[src/rtl/simple_processor_pkg.sv]
// Shared definitions for the decode/issue stage: operation encoding, instruction
// field positions and decode helpers.
package simple_processor_pkg;

    typedef enum logic [5:0] {
        FUNC_AND  = 6'd0,
        FUNC_OR   = 6'd1,
        FUNC_XOR  = 6'd2,
        FUNC_ADD  = 6'd3,
        FUNC_SUB  = 6'd4,
        FUNC_SLL  = 6'd5,
        FUNC_SLR  = 6'd6,
        FUNC_NOT  = 6'd7,
        FUNC_ADDI = 6'd8,
        FUNC_SLLI = 6'd9,
        FUNC_SLRI = 6'd10
    } func_t;

    localparam int FUNC_LSB   = 0;
    localparam int FUNC_WIDTH = 6;
    localparam int RD_LSB     = 6;
    localparam int RS1_LSB    = 11;
    localparam int RS2_LSB    = 16;
    localparam int IMM_LSB    = 21;

    // Only register-register operations read the second source.
    function automatic logic uses_rs2(func_t f);
        case (f)
            FUNC_AND, FUNC_OR, FUNC_XOR, FUNC_ADD,
            FUNC_SUB, FUNC_SLL, FUNC_SLR: return 1'b1;
            default:                      return 1'b0;
        endcase
    endfunction

    function automatic logic is_legal_func(logic [5:0] f);
        case (f)
            FUNC_AND, FUNC_OR, FUNC_XOR, FUNC_ADD, FUNC_SUB, FUNC_SLL,
            FUNC_SLR, FUNC_NOT, FUNC_ADDI, FUNC_SLLI, FUNC_SLRI: return 1'b1;
            default:                                             return 1'b0;
        endcase
    endfunction

endpackage

[src/rtl/regfile.sv]
// Register file: two combinational read ports with write-through bypass and
// one synchronous write port, cleared by synchronous reset.
module regfile #(
    parameter int DATA_WIDTH = 32,
    parameter int NUM_REGS   = 32,
    parameter int ADDR_WIDTH = $clog2(NUM_REGS)
) (
    input  logic                  clk,
    input  logic                  srst,
    input  logic                  wr_en,
    input  logic [ADDR_WIDTH-1:0] wr_addr,
    input  logic [DATA_WIDTH-1:0] wr_data,
    input  logic [ADDR_WIDTH-1:0] rd_addr_a,
    output logic [DATA_WIDTH-1:0] rd_data_a,
    input  logic [ADDR_WIDTH-1:0] rd_addr_b,
    output logic [DATA_WIDTH-1:0] rd_data_b
);

    logic [DATA_WIDTH-1:0] mem_reg [NUM_REGS];

    always_ff @(posedge clk) begin
        if (srst) begin
            for (int i = 0; i < NUM_REGS; i++) begin
                mem_reg[i] <= '0;
            end
        end else if (wr_en) begin
            mem_reg[wr_addr] <= wr_data;
        end
    end

    // A same-cycle writeback is visible to the reader so a stalled consumer can
    // issue in the very cycle its producer retires.
    assign rd_data_a = (wr_en && wr_addr == rd_addr_a) ? wr_data : mem_reg[rd_addr_a];
    assign rd_data_b = (wr_en && wr_addr == rd_addr_b) ? wr_data : mem_reg[rd_addr_b];

endmodule

[src/rtl/decode_issue.sv]
// Decode/issue stage: decodes one instruction per cycle, checks the pending
// scoreboard for hazards and issues operands through a one-entry register.
module decode_issue
    import simple_processor_pkg::*;
#(
    parameter int DATA_WIDTH = 32,
    parameter int NUM_REGS   = 32,
    parameter int IMM_WIDTH  = 6,
    parameter int ADDR_WIDTH = $clog2(NUM_REGS)
) (
    input  logic                  clk_i,
    input  logic                  srst_i,
    input  logic [31:0]           instr_i,
    input  logic                  instr_valid_i,
    output logic                  instr_ready_o,
    output logic                  ex_valid_o,
    input  logic                  ex_ready_i,
    output func_t                 func_o,
    output logic [DATA_WIDTH-1:0] rs1_data_o,
    output logic [DATA_WIDTH-1:0] rs2_data_o,
    output logic [IMM_WIDTH-1:0]  imm_o,
    output logic [ADDR_WIDTH-1:0] rd_addr_o,
    input  logic                  wb_en_i,
    input  logic [ADDR_WIDTH-1:0] wb_addr_i,
    input  logic [DATA_WIDTH-1:0] wb_data_i,
    output logic                  illegal_o,
    output logic                  busy_o
);

    logic [FUNC_WIDTH-1:0] func_raw;
    logic [ADDR_WIDTH-1:0] rd;
    logic [ADDR_WIDTH-1:0] rs1;
    logic [ADDR_WIDTH-1:0] rs2;
    logic [IMM_WIDTH-1:0]  imm;
    logic                  unused_hi_bits;

    assign func_raw       = instr_i[FUNC_LSB +: FUNC_WIDTH];
    assign rd             = instr_i[RD_LSB +: ADDR_WIDTH];
    assign rs1            = instr_i[RS1_LSB +: ADDR_WIDTH];
    assign rs2            = instr_i[RS2_LSB +: ADDR_WIDTH];
    assign imm            = instr_i[IMM_LSB +: IMM_WIDTH];
    assign unused_hi_bits = ^instr_i[31:IMM_LSB+IMM_WIDTH];

    logic [DATA_WIDTH-1:0] rs1_data;
    logic [DATA_WIDTH-1:0] rs2_data;

    regfile #(
        .DATA_WIDTH (DATA_WIDTH),
        .NUM_REGS   (NUM_REGS),
        .ADDR_WIDTH (ADDR_WIDTH)
    ) u_regfile (
        .clk       (clk_i),
        .srst      (srst_i),
        .wr_en     (wb_en_i),
        .wr_addr   (wb_addr_i),
        .wr_data   (wb_data_i),
        .rd_addr_a (rs1),
        .rd_data_a (rs1_data),
        .rd_addr_b (rs2),
        .rd_data_b (rs2_data)
    );

    logic                  ex_valid_reg;
    func_t                 func_reg;
    logic [DATA_WIDTH-1:0] rs1_data_reg;
    logic [DATA_WIDTH-1:0] rs2_data_reg;
    logic [IMM_WIDTH-1:0]  imm_reg;
    logic [ADDR_WIDTH-1:0] rd_reg;
    logic                  illegal_reg;
    logic                  busy_reg;
    logic [NUM_REGS-1:0]   pending_reg;
    logic [NUM_REGS-1:0]   pending_next;
    logic [NUM_REGS-1:0]   clr_mask;
    logic [NUM_REGS-1:0]   set_mask;
    logic [NUM_REGS-1:0]   pending_eff;
    logic                  legal;
    logic                  stall;
    logic                  fire;
    logic                  issue;

    // A writeback retiring this cycle already counts as not pending.
    always_comb begin
        clr_mask = '0;
        set_mask = '0;
        if (wb_en_i) begin
            clr_mask[wb_addr_i] = 1'b1;
        end
        if (issue) begin
            set_mask[rd] = 1'b1;
        end
    end

    assign pending_eff   = pending_reg & ~clr_mask;
    assign pending_next  = pending_eff | set_mask;
    assign legal         = is_legal_func(func_raw);
    assign stall         = pending_eff[rs1] || pending_eff[rd] ||
                           (uses_rs2(func_t'(func_raw)) && pending_eff[rs2]);
    assign instr_ready_o = !srst_i && !stall && (!ex_valid_reg || ex_ready_i);
    assign fire          = instr_valid_i && instr_ready_o;
    assign issue         = fire && legal;

    always_ff @(posedge clk_i) begin
        if (srst_i) begin
            ex_valid_reg <= 1'b0;
            func_reg     <= FUNC_AND;
            rs1_data_reg <= '0;
            rs2_data_reg <= '0;
            imm_reg      <= '0;
            rd_reg       <= '0;
            illegal_reg  <= 1'b0;
            busy_reg     <= 1'b0;
            pending_reg  <= '0;
        end else begin
            illegal_reg <= fire && !legal;
            pending_reg <= pending_next;
            busy_reg    <= |pending_next;
            if (issue) begin
                ex_valid_reg <= 1'b1;
                func_reg     <= func_t'(func_raw);
                rs1_data_reg <= rs1_data;
                rs2_data_reg <= rs2_data;
                imm_reg      <= imm;
                rd_reg       <= rd;
            end else if (ex_ready_i) begin
                ex_valid_reg <= 1'b0;
            end
        end
    end

    assign ex_valid_o = ex_valid_reg;
    assign func_o     = func_reg;
    assign rs1_data_o = rs1_data_reg;
    assign rs2_data_o = rs2_data_reg;
    assign imm_o      = imm_reg;
    assign rd_addr_o  = rd_reg;
    assign illegal_o  = illegal_reg;
    assign busy_o     = busy_reg;

endmodule

[config.mk]
export PLATFORM = sky130hd
export DESIGN_NAME = decode_issue
export DESIGN_NICKNAME = d
export VERILOG_FILES = /design/src/rtl/simple_processor_pkg.sv /design/src/rtl/regfile.sv /design/src/rtl/decode_issue.sv
export SDC_FILE = /design/constraint.sdc
export NUM_CORES = 2
export LEC_CHECK = 0
export CORE_UTILIZATION = 25
export CTS_BUF_LIST = sky130_fd_sc_hd__clkbuf_8
export CTS_CLUSTER_DIAMETER = 40
export CTS_CLUSTER_SIZE = 16
export DETAILED_ROUTE_END_ITERATION = 8
export SETUP_SLACK_MARGIN = 0.2
export SLEW_MARGIN = 30
export SYNTH_ARGS = -nofsm -noshare
export SYNTH_HDL_FRONTEND = slang
export SYNTH_SLANG_ARGS = --single-unit
[constraint.sdc]
create_clock -name clk_i -period 7.8 [get_ports clk_i]
set_input_delay 0.78 -clock clk_i [delete_from_list [all_inputs] [get_ports clk_i]]
set_output_delay 0.78 -clock clk_i [all_outputs]
set_load 0.02 [all_outputs]
==> impl_metrics.json <==
{
  "yosys_warnings": 0,
  "crit_path_end_kind": "primary output",
  "cts_tree": "done",
  "final_util": 0.290,
  "drv_cap": 0,
  "power_mw": 14.4,
  "die_y_um": 496,
  "grt_pass1_wl_mm": 299,
  "syn_inst": 4061,
  "setup_viol": 0,
  "grt_max_degree": 126,
  "cts_buffers": 167,
  "min-delay-path-class": "primary input to flip-flop",
  "r2r-end": "rs1_data_o[1]",
  "r2r_start": "pending_reg[16]",
  "finalMaxSlewViolations": 0,
  "synth_flop_cell": "edfxtp_1",
  "via_per_inst": 5.25,
  "min_period_over_period": 0.807,
  "track_usage": 0.173,
  "dpl_worst_slack_ns": 1.56,
  "critPathMostFrequentCell": "clkdlybuf4s50_1",
  "path_max_fanout": 15,
  "antenna_found_initial": 26,
  "clkLatencyLatePin_ns": 0.93,
  "ys_seq_area_frac": 0.543,
  "slowest_delay_ns": 1.08,
  "dpl.hpwl_mm": 115,
  "fin_skew_ns": 0.0744,
  "ir_drop_mv": 0.192,
  "required_ns": 7.02,
  "synth_fp_nets": 4135,
  "rsz0062_at_grt": "no",
  "ant_nets": 0,
  "firstDrtPassIters": 6,
  "clkSlewWorstSetupHoldPaths_ns": 0.07,
  "start_util": 0.252,
  "fmax_mhz": 159,
  "cp_slowest_cell": "nand4bb_1",
  "place.gp.congestion": 0.866,
  "syn_area_sq_um": 60900,
  "drtIter0Drc": 5579,
  "totalWireLength_mm": 216,
  "async_reset_ff_frac": 0,
  "worst_pin_slew_ns": 1.04,
  "hp-start": "srst_i",
  "syn_area_per_cell_sq_um": 15.0,
  "cts_root_buf": "clkbuf_8",
  "synth_cell_types": 65,
  "clock-sinks": 1140,
  "clk_path_buf_depth": 3,
  "port_buffers": 153,
  "cts_hold_repair.buffers": 0,
  "rrSetupSlack_ns": 4.45,
  "drc_errors": 0,
  "p_leak_nw": 23.3,
  "post_cts_buffers": 0,
  "syn_to_final_growth_pct": 15.1,
  "die_area_sq_um": 246000,
  "largest_reg_flops": 1024,
  "die_w_um": 496,
  "min_path_cells": 2,
  "power_density_nw_per_um2": 205,
  "drive_gt1_frac": 0.289,
  "relSlewSlack": 0.310,
  "whs_endpoint": "pending_reg[4]",
  "overflow": 0,
  "hold_viol": 0,
  "setup_tns_ns": 0,
  "via_count": 38889,
  "ys_ff_latch": 1140,
  "finalWorstSetupSlack_ns": 1.50,
  "startpoint_type": "primary input",
  "num_rows": 180,
  "h-tree-depth": 4,
  "status": "finished, final reports clean",
  "pin_count": 159,
  "core_sq_um": 241000,
  "wl_per_cell_um": 29.1,
  "worstSetupStartpoint": "wb_addr_i[1]",
  "synth_edf_count": 1024,
  "postCtsResizedCells": 0,
  "path_class": "primary input to primary output",
  "critical_path_arrival_ns": 5.52,
  "cp_cell_sequence": "clkdlybuf4s50_1 > nand4bb_1 > o21ai_0 > a21oi_1 > o2111ai_1 > o221ai_1 > a311oi_2 > nor2b_1 > clkdlybuf4s50_1",
  "period_minus_slack_ns": 6.30,
  "r2r_cells": 8,
  "grt_pass1_vias": 38652,
  "nets": 4147
}
## logic make-up after synthesis
group           Yosys count  share of synthesized area
mux                     801                      0.265
buf+inv                 442                     0.0286
flops                  1140                      0.543
simple gates           1449                      0.140
compound gates          219                     0.0223
xor+xnor                 10                    0.00144
## cell usage in the layout (no fill, tap or decap), types with 19 or more instances in the layout
cell type,Yosys,routed
a21oi_1,69,69
and2_1,1029,1029
buf_2,21,23
buf_4,6,106
bufinv_16,0,19
clkbuf_8,0,174
clkdlybuf4s50_1,0,120
clkinv_1,1,25
clkinv_2,0,30
dfxtp_1,116,116
edfxtp_1,1024,1024
inv_1,6,20
mux2_2,66,66
mux2i_1,92,92
mux4_2,643,643
nand2_1,88,87
nor2_1,164,148
nor2b_1,71,71
o21ai_4,0,28
o22ai_1,37,37
## report_power, final
part           internal (mW)  leakage [nW]  switching (mW)
logic                  0.791          10.7            1.01
clock network           2.78          1.89            2.70
registers               6.96          10.7           0.148
## critical path: cells and delay by family
family          cells  cell delay (ns)
compound gates      5             1.83
buf+inv             2             1.52
simple gates        2             1.37
## per-stage QoR
step | hold slack (ns) | cells | cell area (sq um)
after detailed placement | 0.453 | 7087 | 66400
after global placement | 0.446 | 7080 | 66300
after CTS | 0.228 | 7394 | 70100
after floorplan | 0.492 | 4061 | 60900
final | 0.297 | 7410 | 70100
after global routing | 0.285 | 7399 | 70100
## final cells by class
| type | count | area (sq um) |
|---|---|---|
| inverters | 10 | 40.0 |
| flip-flops and latches | 1140 | 33100 |
| clock buffers | 174 | 2390 |
| clock inverters | 133 | 1270 |
| well taps | 3185 | 3990 |
| repair buffers | 275 | 2610 |
| diodes | 14 | 35.0 |
| fillers | 24048 | 171000 |
| multi-input cells | 2479 | 26700 |
## metal layers
metal / share of wire / vias up / routed length (um) / track usage
met1: 0.39 / 20362 / 84700 / 0.232
met2: 0.46 / 2487 / 98500 / 0.266
met5: 0.00033 / - / 71 / 0
met3: 0.12 / 445 / 25600 / 0.0474
met4: 0.032 / 12 / 7000 / 0.0607
li1: - / 15583 / - / -
## synth_stat cells, types with 14 or more instances
library cell  instances  area [sq um]
mux2_2               66           743
clkbuf_1            321          1200
o22ai_1              37           231
nand2_1              88           330
and2_1             1029          6440
o211ai_1             14           105
o21ai_1              17          85.1
buf_2                21           105
mux2i_1              92           921
o21ai_0              39           195
dfxtp_1             116          2320
buf_1                79           297
mux4_2              643         14500
nor2b_1              71           444
nor3_1               26           130
a21oi_1              69           345
nor2_1              164           616
edfxtp_1           1024         30700
## how the worst max path moves through the flow
stage | end | cells after the start
finish | instr_ready_o | 9
global route | instr_ready_o | 9
CTS | instr_ready_o | 9
detailed placement | instr_ready_o | 9
global placement | instr_ready_o | 9
floorplan | u_regfile.mem_reg[1][0] | 5
(Power assumes the default switching activity.)
